## src/rtl/stream_demux_if.sv

```systemverilog
`timescale 1ns/1ps
`default_nettype none
// ============================================================================
//  Module   : stream_demux_if
//  Purpose  : Bundles the input stream, the per-channel output streams and the
//             status outputs of stream_demux.
//             master = producer/consumer side, slave = demux side.
//  Revision : 1.0 - initial release
// ============================================================================
interface stream_demux_if #(
  parameter int OUTPUT_COUNT = 8,
  parameter int DATA_WIDTH   = 32
);
  localparam int SEL_W = $clog2(OUTPUT_COUNT);

  logic                               in_valid;
  logic                               in_ready;
  logic [DATA_WIDTH-1:0]              in_data;
  logic [SEL_W-1:0]                   in_sel;
  logic [OUTPUT_COUNT-1:0]            out_valid;
  logic [OUTPUT_COUNT-1:0]            out_ready;
  logic [OUTPUT_COUNT*DATA_WIDTH-1:0] out_data;
  logic                               err_sel;
  logic [OUTPUT_COUNT*16-1:0]         stat_cnt;

  modport master (
    output in_valid, in_data, in_sel, out_ready,
    input  in_ready, out_valid, out_data, err_sel, stat_cnt
  );

  modport slave (
    input  in_valid, in_data, in_sel, out_ready,
    output in_ready, out_valid, out_data, err_sel, stat_cnt
  );
endinterface
`default_nettype wire

```

## src/rtl/stream_demux.sv

```systemverilog
`timescale 1ns/1ps
`default_nettype none
// ============================================================================
//  Module   : stream_demux
//  Purpose  : Registered 1-to-OUTPUT_COUNT stream demultiplexer. Each output
//             channel owns a one-entry holding register, so a stalled channel
//             only blocks beats addressed to it. Beats with an out-of-range
//             select are accepted, dropped and flagged on err_sel.
//  Options  : STREAM_DEMUX_STATS_EN - builds 16-bit saturating per-channel
//             delivered-beat counters on stat_cnt (tied to 0 otherwise).
//  Revision : 1.0 - initial release
// ============================================================================
module stream_demux #(
  parameter int OUTPUT_COUNT = 8,
  parameter int DATA_WIDTH   = 32
) (
  input  wire            clk,
  input  wire            rst,
  stream_demux_if.slave  bus
);
  localparam int SEL_W = $clog2(OUTPUT_COUNT);

  logic [OUTPUT_COUNT-1:0]                 valid_q, valid_d;
  logic [OUTPUT_COUNT-1:0][DATA_WIDTH-1:0] data_q, data_d;
  logic                                    err_q, err_d;

  logic                    sel_legal;
  logic                    sel_busy;
  logic                    accept;
  logic [OUTPUT_COUNT-1:0] load;
  logic [OUTPUT_COUNT-1:0] drain;

  // Select decode: is the addressed channel full and not being drained?
  // Scanning all channels avoids indexing past the end for out-of-range selects.
  always_comb begin
    sel_legal = int'(bus.in_sel) < OUTPUT_COUNT;
    sel_busy  = 1'b0;
    for (int k = 0; k < OUTPUT_COUNT; k++) begin
      if (bus.in_sel == SEL_W'(k)) begin
        sel_busy = valid_q[k] & ~bus.out_ready[k];
      end
    end
  end

  // Out-of-range beats are always accepted so the producer never deadlocks.
  assign bus.in_ready = ~sel_legal | ~sel_busy;
  assign accept       = bus.in_valid & bus.in_ready;
  assign drain        = valid_q & bus.out_ready;

  // Next-state for the holding registers: load wins over drain so a channel
  // can be refilled in the same cycle it empties (1 beat/cycle per channel).
  always_comb begin
    valid_d = valid_q;
    data_d  = data_q;
    load    = '0;
    err_d   = accept & ~sel_legal;
    for (int k = 0; k < OUTPUT_COUNT; k++) begin
      load[k]    = accept & sel_legal & (bus.in_sel == SEL_W'(k));
      valid_d[k] = load[k] | (valid_q[k] & ~drain[k]);
      if (load[k]) begin
        data_d[k] = bus.in_data;
      end
    end
  end

  // Holding registers and error pulse; idle slices keep their last payload.
  always_ff @(posedge clk or posedge rst) begin
    if (rst) begin
      valid_q <= '0;
      data_q  <= '0;
      err_q   <= 1'b0;
    end else begin
      valid_q <= valid_d;
      data_q  <= data_d;
      err_q   <= err_d;
    end
  end

  assign bus.out_valid = valid_q;
  assign bus.out_data  = data_q;
  assign bus.err_sel   = err_q;

`ifdef STREAM_DEMUX_STATS_EN
  logic [OUTPUT_COUNT-1:0][15:0] cnt_q, cnt_d;

  // Count drains per channel, sticking at all-ones instead of wrapping.
  always_comb begin
    cnt_d = cnt_q;
    for (int k = 0; k < OUTPUT_COUNT; k++) begin
      if (drain[k] && (cnt_q[k] != 16'hFFFF)) begin
        cnt_d[k] = cnt_q[k] + 16'd1;
      end
    end
  end

  // Counter registers, cleared only by reset.
  always_ff @(posedge clk or posedge rst) begin
    if (rst) begin
      cnt_q <= '0;
    end else begin
      cnt_q <= cnt_d;
    end
  end

  assign bus.stat_cnt = cnt_q;
`else
  assign bus.stat_cnt = '0;
`endif

endmodule
`default_nettype wire

```

## src/flat_wrapper.sv

```systemverilog
// flat-port wrapper written by rule: the top's interface ports become plain ports
module stream_demux_flat 
#(
  parameter int OUTPUT_COUNT = 8,
  parameter int DATA_WIDTH   = 32
)
  (clk, rst, bus_in_valid, bus_in_data, bus_in_sel, bus_out_ready, bus_in_ready, bus_out_valid, bus_out_data, bus_err_sel, bus_stat_cnt);
  stream_demux_if #(.OUTPUT_COUNT(OUTPUT_COUNT), .DATA_WIDTH(DATA_WIDTH)) bus_i ();
  input  wire clk;
  input  wire rst;
  input wire logic [$bits(bus_i.in_valid)-1:0] bus_in_valid;
  input wire logic [$bits(bus_i.in_data)-1:0] bus_in_data;
  input wire logic [$bits(bus_i.in_sel)-1:0] bus_in_sel;
  input wire logic [$bits(bus_i.out_ready)-1:0] bus_out_ready;
  output wire logic [$bits(bus_i.in_ready)-1:0] bus_in_ready;
  output wire logic [$bits(bus_i.out_valid)-1:0] bus_out_valid;
  output wire logic [$bits(bus_i.out_data)-1:0] bus_out_data;
  output wire logic [$bits(bus_i.err_sel)-1:0] bus_err_sel;
  output wire logic [$bits(bus_i.stat_cnt)-1:0] bus_stat_cnt;
  assign bus_i.in_valid = bus_in_valid;
  assign bus_i.in_data = bus_in_data;
  assign bus_i.in_sel = bus_in_sel;
  assign bus_i.out_ready = bus_out_ready;
  assign bus_in_ready = bus_i.in_ready;
  assign bus_out_valid = bus_i.out_valid;
  assign bus_out_data = bus_i.out_data;
  assign bus_err_sel = bus_i.err_sel;
  assign bus_stat_cnt = bus_i.stat_cnt;
  stream_demux #(.OUTPUT_COUNT(OUTPUT_COUNT), .DATA_WIDTH(DATA_WIDTH)) u_core (.clk(clk), .rst(rst), .bus(bus_i));
endmodule
```

## config.mk

```make
export PLATFORM = sky130hd
export DESIGN_NAME = stream_demux_flat
export DESIGN_NICKNAME = d
export VERILOG_FILES = /design/src/rtl/stream_demux_if.sv /design/src/rtl/stream_demux.sv /design/src/flat_wrapper.sv
export SDC_FILE = /design/constraint.sdc
export NUM_CORES = 1
export LEC_CHECK = 0
export CORE_AREA = 2 2 169 171
export CTS_CLUSTER_DIAMETER = 40
export DETAILED_ROUTE_END_ITERATION = 8
export DIE_AREA = 0 0 171 173
export GPL_ROUTABILITY_DRIVEN = 0
export GPL_TIMING_DRIVEN = 0
export MAX_ROUTING_LAYER = met4
export PLACE_DENSITY = 0.83
export SYNTH_ARGS = -nofsm -noshare
export SYNTH_HDL_FRONTEND = slang
export SYNTH_SLANG_ARGS = --single-unit
```

## constraint.sdc

```tcl
create_clock -name clk -period 19.8 [get_ports clk]
set_input_delay 3.96 -clock clk [delete_from_list [all_inputs] [get_ports clk]]
set_output_delay 3.96 -clock clk [all_outputs]
set_load 0.01 [all_outputs]
```

==> results_dict.tcl <==
set metrics [dict create \
    outcome "completed" \
    worst-r2r-cell-count 4 \
    worstSkewPairLatency_ns 0.51 \
    nets 1239 \
    placed_cells 1531 \
    worstHoldPathType "reg -> reg" \
    cts_tree "done" \
    instances_no_fill 1597 \
    clockPowerShare 0.348 \
    portBuffers 310 \
    totalWireLength_um 29300 \
    die_w_um 171 \
    vias 7076 \
    power_leakage_nw 7.41 \
    r2r_end "u_core.bus.out_data[15]" \
    synth_ff_type "dfrtp_1" \
    pwr-share-comb 0.271 \
    ys_seq_area_frac 0.605 \
    rsz0062_at_grt "false" \
    syn_inst 713 \
    syn-cell-area_sq_um 10900 \
    power_frac_seq 0.381 \
    clk_pin_slew_worst_paths_ns 0.05 \
    drt-initial-drc-count 256 \
    htreeDepth 2 \
    wl_per_cell_um 18.4 \
    min_period_over_period 0.499 \
    cts_setup_buffers 0 \
    finalSetupTns_ns 0 \
    diodes 0 \
    max_freq_mhz 101 \
    yosys.cell_types.count 21 \
    grt_max_degree 115 \
    setup.worst_path.end "bus_in_ready" \
    hold_viol 0 \
    first_global_vias 7758 \
    grt_util_all_layers 0.204 \
    worst-setup-path-type "in -> out" \
    finalClockSkew_ns 0.0138 \
    cts_buffers 38 \
    dr.pass1.iters 4 \
    clock_path_buffers 3 \
    switchingPower_mw 0.514 \
    switching_share 0.271 \
    fp-row-count 61 \
    synth_seq_cells 264 \
    drv_cap 0 \
    synth.largest_area_cell "dfrtp_1" \
    grt_pass1_wl_um 45000 \
    ctsResizeCount 0 \
    design.die.area_sq_um 29600 \
    arrival_ns 5.93 \
    start_kind "input pin" \
    dpl_cell_area_sq_um 15000 \
    ant_nets 0 \
    drc 0 \
    maxSlewViolCount 0 \
    ios 440 \
    finalSetupViolations 0 \
    min_period_ns 9.89 \
    peakVddDrop_v 0.0000882 \
    timing.hold.ws_ns 0.483 \
    synth_common_cells "dfrtp_1 (264), mux2_2 (247), buf_4 (146)" \
    endpoint_kind "primary output" \
    fillerInstances 2153 \
    grt_antenna_before_repair 0 \
    synth_edf_count 0 \
    dieHeight_um 173 \
    synth_area_leaders "dfrtp_1 (60%), mux2_2 (25%), buf_4 (10%)" \
    worst_slew_pin_slew_ns 0.608 \
    avgSynthCellArea_sq_um 15.3 \
    crit_fanout 8 \
    r2r-start "u_core.bus.out_valid[0]" \
    viasPerCell 4.43 \
    ctsHoldBuffers 0 \
    yosys.cell_count.top_type "dfrtp_1" \
    root_buffer "clkbuf_16" \
    core_sq_um 27600 \
    initial_core_util 0.395 \
    yosysWarnings 0 \
    crit_start "bus_in_sel[0]" \
    grt-ovfl-total 0 \
    async_flop_share 1.00 \
    hpwl_um 21000 \
    p_int_mw 1.38 \
    r2r_setup_slack_ns 18.00 \
    layout-drive-gt1-share 0.390 \
    required_ns 15.84 \
    power.density_nw_per_um2 116 \
    synth_top_area_share 0.605 \
    design_area_sq_um 16300 \
    area_growth_pct 49.2 \
    p_total_mw 1.89 \
    relSlewSlack 0.595 \
    cts_sinks 264 \
]
## power by group through the flow
stage	clock network, mW	logic, mW	registers (mW)
finish	0.658	0.513	0.722
global route	0.699	0.543	0.737
CTS	0.672	0.518	0.722
detailed placement	0	0.514	0.729
global placement	0	0.505	0.722
floorplan	0	0.150	0.782
## cells by family (layout without fill, tap and decap cells)
family / after synthesis / in the layout / synth area share
simple gates: 27 / 27 / 0.0168
buf+inv: 157 / 535 / 0.106
compound gates: 5 / 5 / 0.00229
flops: 264 / 264 / 0.605
mux: 259 / 259 / 0.270
other cells: 1 / 129 / 0.000343
## worst max-delay path: stages
cell and delay (ns):
clkdlybuf4s50_1 0.60, mux4_1 0.59, mux2_2 0.27, clkdlybuf4s50_1 0.50
## per-stage QoR
stage	utilization	setup slack, ns
global placement	0.542	5.39
CTS	0.590	9.91
detailed placement	0.544	9.91
floorplan	-	8.57
global route	0.590	9.87
finish	0.590	9.91
## layout make-up
cell class | count | area, sq um | share of cell area
clock buffers | 44 | 1030 | 0.0635
repair buffers | 312 | 3160 | 0.194
clock inverters | 22 | 223 | 0.0137
inverters | 1 | 11.3 | 0.000691
flip-flops and latches | 264 | 6610 | 0.405
well taps | 378 | 473 | 0.0290
multi-input cells | 420 | 3640 | 0.223
plain buffers | 156 | 1150 | 0.0707
## layout by cell type (no fill, tap or decap), drive strengths merged, types with 2 or more instances in the layout
master / netlist / routed
clkinv: 0 / 7
dfrtp: 264 / 264
clkinvlp: 0 / 5
buf: 156 / 158
mux4: 2 / 2
clkbuf: 0 / 44
inv: 1 / 9
nor3b: 3 / 3
nand2: 7 / 7
o21ai: 5 / 5
bufinv: 0 / 2
mux2: 257 / 257
clkdlybuf4s50: 0 / 310
nand2b: 10 / 10
conb: 1 / 129
## registers in the layout (all words and copies together), names as in the netlist
signal,cells
u_core.bus.out_valid,8
u_core.bus.out_data,256
## layer usage
layer  up-vias  wire, um  GRT usage
li1       3176         -          -
met1      3524     11100      0.227
met2       318     14800      0.345
met3        58      2630     0.0639
met4         0       852     0.0713
met5         -         0          -
## worst min-delay path by stage
stage,slack (ns),start,cells after the start,endpoint
floorplan,0.53,u_core.bus.out_data[168],1,u_core.bus.out_data[168]
global placement,0.47,u_core.bus.out_data[168],1,u_core.bus.out_data[168]
detailed placement,0.47,u_core.bus.out_data[170],1,u_core.bus.out_data[170]
CTS,0.49,u_core.bus.out_data[89],1,u_core.bus.out_data[89]
global route,0.51,u_core.bus.out_data[76],1,u_core.bus.out_data[76]
finish,0.48,u_core.bus.out_data[89],1,u_core.bus.out_data[89]
(Power assumes the default switching activity.)
